<file path="src/rtl/kyber_enc_pkg.sv">
// Segment codes, segment lengths and FSM encoding shared by the Kyber encryptor
// input sequencer and its segment lookup table.
package kyber_enc_pkg;

  localparam logic [3:0] TYPE_NONE = 4'd0;
  localparam logic [3:0] TYPE_R    = 4'd1;
  localparam logic [3:0] TYPE_EK   = 4'd2;
  localparam logic [3:0] TYPE_M    = 4'd3;
  localparam logic [3:0] TYPE_S    = 4'd4;

  localparam int SEG_LEN_SMALL = 32;
  localparam int OFF_W         = 11;

  typedef enum logic [2:0] {
    ST_IDLE    = 3'd0,
    ST_ARM     = 3'd1,
    ST_FETCH   = 3'd2,
    ST_PRESENT = 3'd3,
    ST_FIN     = 3'd4
  } state_e;

  // Byte count of a segment; the public-key segment grows with the module rank.
  function automatic logic [OFF_W-1:0] seg_len(input logic [3:0] seg_type, input int k);
    logic [OFF_W-1:0] len;
    case (seg_type)
      TYPE_R, TYPE_M, TYPE_S: len = OFF_W'(SEG_LEN_SMALL);
      TYPE_EK:                len = OFF_W'(k * 384 + 32);
      default:                len = {OFF_W{1'b0}};
    endcase
    return len;
  endfunction

  function automatic logic type_valid(input logic [3:0] seg_type);
    return (seg_type >= TYPE_R) && (seg_type <= TYPE_S);
  endfunction

endpackage

</file>
<file path="src/rtl/kyber_enc_seg_table.sv">
// Combinational lookup: segment code -> staging RAM base address and byte length.
module kyber_enc_seg_table
  import kyber_enc_pkg::*;
#(
  parameter int K       = 3,
  parameter int ADDR_W  = 12,
  parameter int BASE_R  = 0,
  parameter int BASE_EK = 32,
  parameter int BASE_M  = 1216,
  parameter int BASE_S  = 1248
) (
  input  logic [3:0]        seg_type,
  output logic [ADDR_W-1:0] seg_base,
  output logic [OFF_W-1:0]  seg_length
);

  // Base address per segment; unknown codes map to zero length at address zero.
  always_comb begin
    seg_length = seg_len(seg_type, K);
    case (seg_type)
      TYPE_R:  seg_base = ADDR_W'(BASE_R);
      TYPE_EK: seg_base = ADDR_W'(BASE_EK);
      TYPE_M:  seg_base = ADDR_W'(BASE_M);
      TYPE_S:  seg_base = ADDR_W'(BASE_S);
      default: seg_base = {ADDR_W{1'b0}};
    endcase
  end

endmodule

</file>
<file path="src/rtl/kyber_enc_input_seq.sv">
// Input-loading controller for kyber_pke_enc: serves each requested segment from
// the staging RAM over the readin/readin_ok/full_in handshake until enc_done.
module kyber_enc_input_seq
  import kyber_enc_pkg::*;
#(
  parameter int K       = 3,
  parameter int ADDR_W  = 12,
  parameter int BASE_R  = 0,
  parameter int BASE_EK = 32,
  parameter int BASE_M  = 1216,
  parameter int BASE_S  = 1248
) (
  input  logic              clk,
  input  logic              reset,
  input  logic              start,
  input  logic              abort,
  output logic              busy,
  output logic              load_done,
  output logic              err,
  output logic              src_rd,
  output logic [ADDR_W-1:0] src_addr,
  input  logic [7:0]        src_data,
  input  logic [3:0]        input_type,
  input  logic              readin_ok,
  input  logic              enc_done,
  output logic              readin,
  output logic              full_in,
  output logic [3:0]        data_type,
  output logic [7:0]        kyber_din,
  output logic [15:0]       kyber_in_index
);

  state_e            state_q, state_d;
  logic [3:0]        cur_type_q, cur_type_d;
  logic [3:0]        served_type_q, served_type_d;
  logic [OFF_W-1:0]  offset_q, offset_d;
  logic              busy_q, busy_d;
  logic              load_done_q, load_done_d;
  logic              err_q, err_d;
  logic              src_rd_q, src_rd_d;
  logic [ADDR_W-1:0] src_addr_q, src_addr_d;
  logic              readin_q, readin_d;
  logic              full_in_q, full_in_d;
  logic [3:0]        data_type_q, data_type_d;
  logic [15:0]       index_q, index_d;
  logic [7:0]        din_q, din_d;
  logic              fresh_q, fresh_d;

  logic [3:0]        tbl_type_s;
  logic [ADDR_W-1:0] tbl_base_s;
  logic [OFF_W-1:0]  tbl_len_s;
  logic [OFF_W-1:0]  next_off_s;
  logic              bad_req_s;

  // In ARM the table resolves the incoming request so the first read issues without a bubble.
  assign tbl_type_s = (state_q == ST_ARM) ? input_type : cur_type_q;
  assign next_off_s = offset_q + 11'd1;
  assign bad_req_s  = enc_done || ((input_type != TYPE_NONE) && (input_type != cur_type_q));

  kyber_enc_seg_table #(
    .K       (K),
    .ADDR_W  (ADDR_W),
    .BASE_R  (BASE_R),
    .BASE_EK (BASE_EK),
    .BASE_M  (BASE_M),
    .BASE_S  (BASE_S)
  ) u_seg_table (
    .seg_type   (tbl_type_s),
    .seg_base   (tbl_base_s),
    .seg_length (tbl_len_s)
  );

  // Next-state and next-output logic of the load sequencer.
  always_comb begin
    state_d       = state_q;
    cur_type_d    = cur_type_q;
    served_type_d = served_type_q;
    offset_d      = offset_q;
    busy_d        = busy_q;
    load_done_d   = 1'b0;
    err_d         = err_q;
    src_rd_d      = 1'b0;
    src_addr_d    = src_addr_q;
    readin_d      = readin_q;
    full_in_d     = full_in_q;
    data_type_d   = data_type_q;
    index_d       = index_q;
    fresh_d       = 1'b0;
    if (fresh_q) begin
      din_d = src_data;
    end else begin
      din_d = din_q;
    end

    if (abort) begin
      state_d   = ST_IDLE;
      busy_d    = 1'b0;
      readin_d  = 1'b0;
      full_in_d = 1'b0;
    end else begin
      case (state_q)
        ST_IDLE: begin
          if (start) begin
            state_d       = ST_ARM;
            busy_d        = 1'b1;
            err_d         = 1'b0;
            served_type_d = TYPE_NONE;
          end else begin
            state_d = ST_IDLE;
          end
        end
        ST_ARM: begin
          if (enc_done) begin
            state_d     = ST_FIN;
            load_done_d = 1'b1;
            busy_d      = 1'b0;
          end else if (type_valid(input_type) && (input_type != served_type_q)) begin
            state_d    = ST_FETCH;
            cur_type_d = input_type;
            offset_d   = {OFF_W{1'b0}};
            src_rd_d   = 1'b1;
            src_addr_d = tbl_base_s;
          end else if (input_type > TYPE_S) begin
            state_d = ST_IDLE;
            err_d   = 1'b1;
            busy_d  = 1'b0;
          end else begin
            state_d = ST_ARM;
          end
        end
        ST_FETCH, ST_PRESENT: begin
          if (bad_req_s) begin
            state_d   = ST_IDLE;
            err_d     = 1'b1;
            busy_d    = 1'b0;
            readin_d  = 1'b0;
            full_in_d = 1'b0;
          end else if (state_q == ST_FETCH) begin
            state_d     = ST_PRESENT;
            readin_d    = 1'b1;
            full_in_d   = (offset_q == (tbl_len_s - 11'd1));
            data_type_d = cur_type_q;
            index_d     = {5'd0, offset_q};
            fresh_d     = 1'b1;
          end else if (readin_ok) begin
            readin_d  = 1'b0;
            full_in_d = 1'b0;
            if (full_in_q) begin
              state_d       = ST_ARM;
              served_type_d = cur_type_q;
            end else begin
              state_d    = ST_FETCH;
              offset_d   = next_off_s;
              src_rd_d   = 1'b1;
              src_addr_d = tbl_base_s + ADDR_W'(next_off_s);
            end
          end else begin
            state_d = ST_PRESENT;
          end
        end
        ST_FIN: begin
          state_d = ST_IDLE;
        end
        default: begin
          state_d   = ST_IDLE;
          busy_d    = 1'b0;
          readin_d  = 1'b0;
          full_in_d = 1'b0;
        end
      endcase
    end
  end

  // State and registered-output flops.
  always_ff @(posedge clk or negedge reset) begin
    if (!reset) begin
      state_q       <= ST_IDLE;
      cur_type_q    <= TYPE_NONE;
      served_type_q <= TYPE_NONE;
      offset_q      <= {OFF_W{1'b0}};
      busy_q        <= 1'b0;
      load_done_q   <= 1'b0;
      err_q         <= 1'b0;
      src_rd_q      <= 1'b0;
      src_addr_q    <= {ADDR_W{1'b0}};
      readin_q      <= 1'b0;
      full_in_q     <= 1'b0;
      data_type_q   <= 4'd0;
      index_q       <= 16'd0;
      din_q         <= 8'd0;
      fresh_q       <= 1'b0;
    end else begin
      state_q       <= state_d;
      cur_type_q    <= cur_type_d;
      served_type_q <= served_type_d;
      offset_q      <= offset_d;
      busy_q        <= busy_d;
      load_done_q   <= load_done_d;
      err_q         <= err_d;
      src_rd_q      <= src_rd_d;
      src_addr_q    <= src_addr_d;
      readin_q      <= readin_d;
      full_in_q     <= full_in_d;
      data_type_q   <= data_type_d;
      index_q       <= index_d;
      din_q         <= din_d;
      fresh_q       <= fresh_d;
    end
  end

  // The RAM's output register supplies the byte in the first PRESENT cycle; din_q holds it through stalls.
  assign kyber_din      = fresh_q ? src_data : din_q;
  assign busy           = busy_q;
  assign load_done      = load_done_q;
  assign err            = err_q;
  assign src_rd         = src_rd_q;
  assign src_addr       = src_addr_q;
  assign readin         = readin_q;
  assign full_in        = full_in_q;
  assign data_type      = data_type_q;
  assign kyber_in_index = index_q;

endmodule

</file>
<file path="config.mk">
export PLATFORM = sky130hd
export DESIGN_NAME = kyber_enc_input_seq
export DESIGN_NICKNAME = d
export VERILOG_FILES = /design/src/rtl/kyber_enc_pkg.sv /design/src/rtl/kyber_enc_seg_table.sv /design/src/rtl/kyber_enc_input_seq.sv
export SDC_FILE = /design/constraint.sdc
export NUM_CORES = 1
export LEC_CHECK = 0
export ABC_AREA = 0
export CELL_PAD_IN_SITES_DETAIL_PLACEMENT = 0
export CELL_PAD_IN_SITES_GLOBAL_PLACEMENT = 1
export CORE_ASPECT_RATIO = 0.75
export CORE_MARGIN = 2
export CORE_UTILIZATION = 43
export DETAILED_ROUTE_END_ITERATION = 12
export GPL_TIMING_DRIVEN = 0
export HOLD_SLACK_MARGIN = 0.08
export PLACE_DENSITY_LB_ADDON = 0.12
export SLEW_MARGIN = 25
export SYNTH_ARGS = -nofsm -noshare
export SYNTH_HDL_FRONTEND = slang
export SYNTH_SLANG_ARGS = --single-unit
</file>
<file path="constraint.sdc">
create_clock -name clk -period 6.35 [get_ports clk]
set_input_delay 1.905 -clock clk [delete_from_list [all_inputs] [get_ports clk]]
set_output_delay 1.905 -clock clk [all_outputs]
set_load 0.01 [all_outputs]
</file>
==> run metrics <==
Worst Skew between 0.007 and 0.008 ns; synthesized netlist cell count 313; status finished clean; Non-Filler Instances 490; Final setup viols 0; synth warn 0; Initial Util 0.4448; Area Growth Syn to Fin 27.88%; Root Driver clkbuf_8; post-placement setup slack around 1.4 ns; hold path depth 1; initial antenna violation count 0; largest net degree at the start of global routing 31; GP Congestion 0.8964; CTS clk-pin slew, worst paths 0.06 ns; Hold Path Class flop to flop; CTS tree done; total negative setup slack 0 ns; post-route setup slack 1.343 ns; FF-to-FF path depth 11; Post-synth EDFFs 0; Avg Vias per Cell 5.202; Cell Area, Synth 3276 um2; Worst Path Arrival 3.10 ns; I/O pins 64; WL/cell 15.46 um; ys async rst share 1.000; RR Startpoint state_q[0]$_DFF_PN0_; RSZ-0062 raised after global routing no; register area around 1500 um2; Synth top area share 0.4507; Post-Route WL 7577 um; P_leak just under 2 nW; Initial DRC Count 179; Die H 79.59 um; Synth area leaders dfrtp_1 45%, mux2_2 6.5%, xor2_1 3.7%, mux2_4 3.7%, nand2_1 3.0%; placed cell area 3985 um2; diode count 0; worst-margin pin slew 0.8266 ns; Crit Path Max Fanout 2; CTS resizes 0; Vias 2,549; clk buf depth 2; r2r setup slk 2.92 ns; Synth cell types 60; DR DRC count 0; Peak Freq 199.7 MHz; die width 104.8 um; Startpoint Class input pin; postcts setup bufs 0; vias in the first global route about 2,500; Placed Cells around 470; Post-CTS Hold Buffers 0; multi-input logic area 1568 um2; H-tree Lvls 3; synthesized area per cell 10.47 um2; Core ar. roughly 7400 um2; maximum vdd drop 0.1255 mV; DRT Pass-1 Iters 4; final critical-path required period 5.007 ns; #FFs+latches synth 59; cell taking the most area after synthesis dfrtp_1; total grt overflow 0; sequential area share after synthesis 0.4507; Max-Slew Margin vs Limit 0.4477; die area 8339 um2; count leader, synth dfrtp_1; Synth Flop Type dfrtp_1; Placement Rows 27; most frequent cells after synthesis 59 x dfrtp_1, 26 x nand2_1, 19 x mux2_2, 18 x nor2_1; Worst Setup End Kind output port; Worst R2R End src_addr[10]$_DFFE_PN0P_; WP data required 4.45 ns; max_cap viols 0; WHS 0.4944 ns; Hold Vio Cnt, Final 0; FILL cells 705; Post-DRT Antenna Nets 0; design area 4189 um2; Hold Path End din_q[6]$_DFF_PN0_; Nets 408; max-slew violations 0; worst-skew pair later-pin latency 0.34 ns; layout cells sized above 1 0.1748; fin crit share 0.7885; total global-route track usage 0.1973; clk sink count 59; Hold Crit Start din_q[6]$_DFF_PN0_; P per Cell Area 217.5 nW/um2; Num CTS Buffers 9; CP Class input pin to output port; Post-DP HPWL 5611 um; IO Port Bufs 55; first-pass GRT wire length 12,610 um
-- registers in the layout, summed over array words and instances, names as in the netlist --
name	count
kyber_in_index	11
offset_q	11
din_q	8
src_addr	7
cur_type_q	4
data_type	4
served_type_q	4
state_q	3
busy	1
err	1
fresh_q	1
full_in	1
load_done	1
readin	1
src_rd	1
-- where the power goes --
| part | switching (W) | internal (W) | leakage, nW |
|---|---|---|---|
| Combinational | 0.0000885 | 0.0000720 | 1.06 |
| Sequential | 0.00000992 | 0.000391 | 0.810 |
| Clock | 0.000148 | 0.000202 | 0.106 |
| Total | 0.000246 | 0.000665 | 1.97 |
-- logic make-up after synthesis --
| logic type | count (synthesis) | synth area share |
|---|---|---|
| simple gates | 94 | 0.1528 |
| flops | 59 | 0.4507 |
| mux | 32 | 0.1173 |
| other cells | 1 | 0.001145 |
| compound gates | 59 | 0.1295 |
| xor+xnor | 18 | 0.04813 |
| fa+ha+maj | 6 | 0.02521 |
| buf+inv | 44 | 0.07525 |
-- area by class of cell --
class	instances	share of cell area
clock inverters	4	0.01165
inverters	15	0.01344
multi-input cells	214	0.3743
well taps	101	0.03017
flip-flops and latches	59	0.3524
plain buffers	29	0.04540
clock buffers	12	0.03704
repair buffers	56	0.1356
-- stage by stage --
| step | power, W | util |
|---|---|---|
| detailed placement | 0.0005666 | 0.5411 |
| global placement | 0.0005623 | 0.5387 |
| finish | 0.0009109 | 0.5688 |
| global route | 0.0009609 | 0.5688 |
| CTS | 0.0009218 | 0.5688 |
| floorplan | 0.0005065 | - |
-- placed cells by master, fill, tap and decap left out, drive strengths merged, types with 5 or more instances in the layout --
master         instances
inv                   15
nand3                  5
ha                     5
a21oi                  9
clkdlybuf4s50         54
clkbuf                21
nor3                  11
nor2                  18
buf                   22
a21o                   5
o21ai                 15
or4                    6
mux2                  27
dfrtp                 59
mux2i                  5
nand2                 26
conb                   5
xor2                  14
-- worst max path at each step --
stage                            from      endpoint  cells past startpoint
final                     src_data[2]  kyber_din[2]                      3
after global routing      src_data[2]  kyber_din[2]                      3
after CTS                 src_data[2]  kyber_din[2]                      3
after detailed placement  src_data[2]  kyber_din[2]                      3
after global placement    src_data[2]  kyber_din[2]                      3
after floorplan           src_data[0]  kyber_din[0]                      1
-- worst max-delay path, stage by stage --
cell             delay [ns]
clkdlybuf4s50_1        0.42
mux2_2                 0.28
clkdlybuf4s50_1        0.49
-- metal layers --
layer  vias up  wire, um  track usage
met5         -         0            0
met4         0        58      0.04533
met3         6       510      0.07184
met2        70      3232       0.2935
met1      1230      3775       0.2752
li1       1243         -            -
Power figures use the tool's default switching activity.
==> RTL edit 1, RTL diff (same flow settings) <==
Take the reset off `din_q` and load it in a clocked block of its own.
--- a/src/rtl/kyber_enc_input_seq.sv
+++ b/src/rtl/kyber_enc_input_seq.sv
@@ -187,7 +187,6 @@
       full_in_q     <= 1'b0;
       data_type_q   <= 4'd0;
       index_q       <= 16'd0;
-      din_q         <= 8'd0;
       fresh_q       <= 1'b0;
     end else begin
       state_q       <= state_d;
@@ -203,9 +202,12 @@
       full_in_q     <= full_in_d;
       data_type_q   <= data_type_d;
       index_q       <= index_d;
-      din_q         <= din_d;
       fresh_q       <= fresh_d;
     end
+  end
+
+  always_ff @(posedge clk) begin
+    din_q <= din_d;
   end
 
   // The RAM's output register supplies the byte in the first PRESENT cycle; din_q holds it through stalls.
Formal check against the unedited RTL: no difference found for any inputs over 4 cycles, from zero or initial values and one cycle with reset low; that may be too few to reach the edited logic, so the function may still have changed.
==> RTL edit 1 against the unedited design <==
- fmax up 0.70%
- sequential share of layout area fell by 0.54 points
- core utilization down 0.42 points
- die area is 1.2% lower
- global-route usage hardly changed
- clock skew is 0.0017 ns higher
- largest cell class unchanged
- total power is 0.58% higher
- register-to-register slack barely moved
- routed wire length is 1.1% lower
- synthesized area fell by 1.2%
- setup slack better by 0.035 ns
- critical path type unchanged
- cell area down 1.2%
- sequential cell count is the same
==> RTL edit 1: results (changes against the unedited design) <==
dp_cells: 473  # -0.21%
cts.clk_slew.worst_paths_ns: 0.08  # +0.02 ns
insertedDiodeCount: 0  # unchanged
seq_area_frac_synth_pct: 44.39  # -0.68 points
layout.nets: 407  # -0.25%
tightestPinTransition_ns: 0.7791  # -0.04753 ns
grtUsageMet2_pct: 27.83  # -1.5 points
whs_endpoint: "din_q[7]"
grt_max_degree: 52  # +68%
dr.pass1.iters: 5  # +1
status: "finished, final reports clean"
r2r_end: "src_addr[10]"
vias: 2545  # -0.16%
ys_async_sr_fraction_pct: 86.44  # -14 points
power_switching_uw: 263.9  # +7.3%
leakage_uw: 0.001919  # -2.6%
hp-start: "din_q[7]"
gp_congestion: 0.8231  # -8.2%
ir_drop_mv: 0.1384  # +10%
busiest_layer: "met1"
hpwl_mm: 5.409  # -3.6%
synth_area_leaders: "dfrtp_1 (39%), mux2_2 (6.6%), dfxtp_1 (4.9%)"
cts_buffer_depth: 2  # unchanged
use_met3_pct: 7.143  # -0.041 points
drt_iter0_drc: 128  # -28%
grt_pass1_wl_mm: 12.56  # -0.39%
arrival_ns: 3.07  # -0.03 ns
synth.distinct_cells: 61  # +1.7%
wl_per_cell_um: 15.32  # -0.91%
nFillCells: 654  # -7.2%
fin_skew_ns: 0.009275  # +0.001701 ns
grt.met1_usage_pct: 28.07  # +0.54 points
grt_usage_pct: 19.73  # about the same
==> RTL edit 1: cell families (layout without fill, tap and decap cells) <==
group	after synthesis	in the layout	synth area share [%]
compound gates	59	59	13.11
xor+xnor	18	18	4.872
fa+ha+maj	6	6	2.552
buf+inv	44	115	7.618
flops	59	59	44.39
mux	32	32	11.87
other cells	1	5	0.1159
simple gates	94	94	15.47
==> RTL edit 1: how the worst max path moves through the flow <==
stage / start / endpoint / slack [ns]
2_1_floorplan: src_data[0] / kyber_din[0] / 2.26
3_3_place_gp: src_data[3] / kyber_din[3] / 1.39
3_5_place_dp: src_data[5] / kyber_din[5] / 1.37
4_1_cts: src_data[5] / kyber_din[5] / 1.37
5_1_grt: src_data[0] / kyber_din[0] / 1.35
6_report: src_data[3] / kyber_din[3] / 1.38
==> RTL edit 1: power groups by stage <==
stage / clock network, uW / registers (uW) / logic (uW)
floorplan: 0 / 408 / 97.7
global placement: 0 / 407 / 155
detailed placement: 0 / 407 / 156
CTS: 370 / 400 / 158
global route: 387 / 401 / 177
finish: 359 / 400 / 158
==> RTL edit 1: final cells by class <==
class	count	share of cell area [%]
clock inverters	5	0.9674
flip-flops and latches	59	34.70
inverters	15	1.360
multi-input cells	214	37.88
plain buffers	29	4.595
clock buffers	11	4.202
repair buffers	55	13.24
well taps	101	3.053
==> RTL edit 1: worst max-delay path, cell delays in order <==
cell and delay, ns:
clkdlybuf4s50_1 0.40, mux2_2 0.27, clkdlybuf4s50_1 0.49
==> RTL edit 1: per-stage QoR <==
stage | setup slack [ns] | util [%] | area (um^2) | hold WS (ns)
after floorplan | 2.258 | - | 3251 | 0.4923
after global placement | 1.393 | 53.58 | 3928 | 0.4556
after detailed placement | 1.367 | 53.54 | 3925 | 0.4623
after CTS | 1.367 | 56.46 | 4139 | 0.4816
after global routing | 1.353 | 56.46 | 4139 | 0.5003
final | 1.378 | 56.46 | 4139 | 0.4777
==> RTL edit 1: per-layer routing <==
layer / up-vias / share of wire, %
met5: - / 0
met4: 0 / 1.0
met3: 8 / 6.9
met2: 86 / 41
met1: 1209 / 51
li1: 1242 / -
==> RTL edit 2, RTL diff (same settings) <==
Without the edit above. `ADDR_W` is set to 12 in 2 places; all go to 13.
--- a/src/rtl/kyber_enc_seg_table.sv
+++ b/src/rtl/kyber_enc_seg_table.sv
@@ -3,7 +3,7 @@
   import kyber_enc_pkg::*;
 #(
   parameter int K       = 3,
-  parameter int ADDR_W  = 12,
+  parameter int ADDR_W  = 13,
   parameter int BASE_R  = 0,
   parameter int BASE_EK = 32,
   parameter int BASE_M  = 1216,
--- a/src/rtl/kyber_enc_input_seq.sv
+++ b/src/rtl/kyber_enc_input_seq.sv
@@ -4,7 +4,7 @@
   import kyber_enc_pkg::*;
 #(
   parameter int K       = 3,
-  parameter int ADDR_W  = 12,
+  parameter int ADDR_W  = 13,
   parameter int BASE_R  = 0,
   parameter int BASE_EK = 32,
   parameter int BASE_M  = 1216,
Ports: changed (resized src_addr); port bits go from 64 to 65. No check against the original RTL was run, so the function may have changed too.
==> RTL edit 2 against the unedited design <==
- critical endpoint is now kyber_din[5]
- highest routed layer unchanged
- via count rose by 4.6%
- sequential share of layout area fell by 0.084 points
- sequential cell count did not move
- cell area rose by 0.24%
- synthesized cell count rose by 1.6%
- total power fell by 0.66%
- setup slack improved by 0.031 ns
- synthesized area rose by 0.31%
- clock skew fell by 0.0010 ns
- die area rose by 0.29%
- clock power barely moved
- routed wire length rose by 6.5%
==> RTL edit 2: results (changes against the unedited design) <==
layout-drive-gt1-share_pct: 18.23  # +0.75 points
status: "finished, final reports clean"
vias: 2665  # +4.6%
synth_xor_area_share_pct: 4.532  # -0.28 points
dp_cells: 480  # +1.3%
synth_mux_area_share_pct: 10.40  # -1.3 points
synthAdderAreaFrac_pct: 2.513  # -0.0077 points
gp_congestion: 0.8668  # -3.3%
synth_commonest_cells: "dfrtp_1 (59), nand2_1 (22), mux2_2 (17)"
ir_drop_mv: 0.1176  # -6.2%
p_int_uw: 647.6  # -2.6%
fin_skew_ns: 0.006545  # -0.001028 ns
dp_slack_ns: 1.339  # -0.01327 ns
nFillCells: 692  # -1.8%
drt_iter0_drc: 133  # -26%
post_drt_via_cell_ratio: 5.373  # +3.3%
layout.nets: 414  # +1.5%
antenna_found_initial: 0  # unchanged
grt_pass1_vias: 2529  # +2.7%
max_slew_margin_pct: 36.49  # -8.3 points
r2r_setup_slack_ns: 2.88  # -0.04 ns
hpwl_mm: 5.866  # +4.5%
grt_pass1_wl_mm: 13.23  # +4.9%
crit_path_start: "src_data[5]"
synth_area_leaders: "dfrtp_1 (45%), mux2_2 (5.8%), mux2_4 (3.7%)"
wl_mm: 8.066  # +6.5%
syn_area_per_cell_um2: 10.33  # -1.3%
holdWs_ns: 0.4955  # +0.001046 ns
-- RTL edit 2: cells by family after synthesis --
kind of cell,after synthesis
and+or+nand+nor,93
AOI/OAI and AO/OA,67
DFF,59
buffers and inverters,47
muxes,28
xor gates and xnor gates,17
adders and majority gates,6
other,1
-- RTL edit 2: how the worst max path moves through the flow --
stage                              end  slack [ns]
after floorplan           src_addr[10]        2.16
after detailed placement  src_addr[10]        1.34
final                     kyber_din[5]        1.37
after CTS                 kyber_din[5]        1.36
after global placement    src_addr[10]        1.31
after global routing      kyber_din[5]        1.35
-- RTL edit 2: metrics by stage --
step | cell area, um^2 | total power (uW)
3_5_place_dp | 3999 | 562.8
4_1_cts | 4199 | 916.2
3_3_place_gp | 3981 | 559.4
2_1_floorplan | 3304 | 500.6
5_1_grt | 4199 | 951.1
6_report | 4199 | 904.9
-- RTL edit 2: power by group through the flow --
stage / Clock (uW) / Sequential, uW / Combinational, uW
after detailed placement: 0 / 408 / 155
after CTS: 359 / 401 / 156
after global routing: 377 / 403 / 171
after global placement: 0 / 408 / 151
final: 349 / 401 / 155
after floorplan: 0 / 410 / 90.9
-- RTL edit 2: worst max-delay path: stages --
cell	delay, ns
clkdlybuf4s50_1	0.41
mux2_2	0.28
clkdlybuf4s50_1	0.48
-- RTL edit 2: routing by layer --
layer | GRT usage [%] | up-vias | routed length [um]
li1 | - | 1277 | -
met1 | 30.42 | 1306 | 4139
met2 | 29.55 | 75 | 3374
met3 | 5.796 | 7 | 495
met4 | 4.800 | 0 | 57
met5 | 0 | - | 0
-- RTL edit 2: final cells by class --
type | instances | area, um^2 | area share [%]
multi-input cells | 217 | 1579 | 37.60
flip-flops and latches | 59 | 1476 | 35.16
repair buffers | 56 | 568.0 | 13.53
plain buffers | 33 | 196.4 | 4.678
well taps | 101 | 126.4 | 3.010
clock buffers | 9 | 123.9 | 2.950
clock inverters | 7 | 76.32 | 1.818
inverters | 14 | 52.55 | 1.251
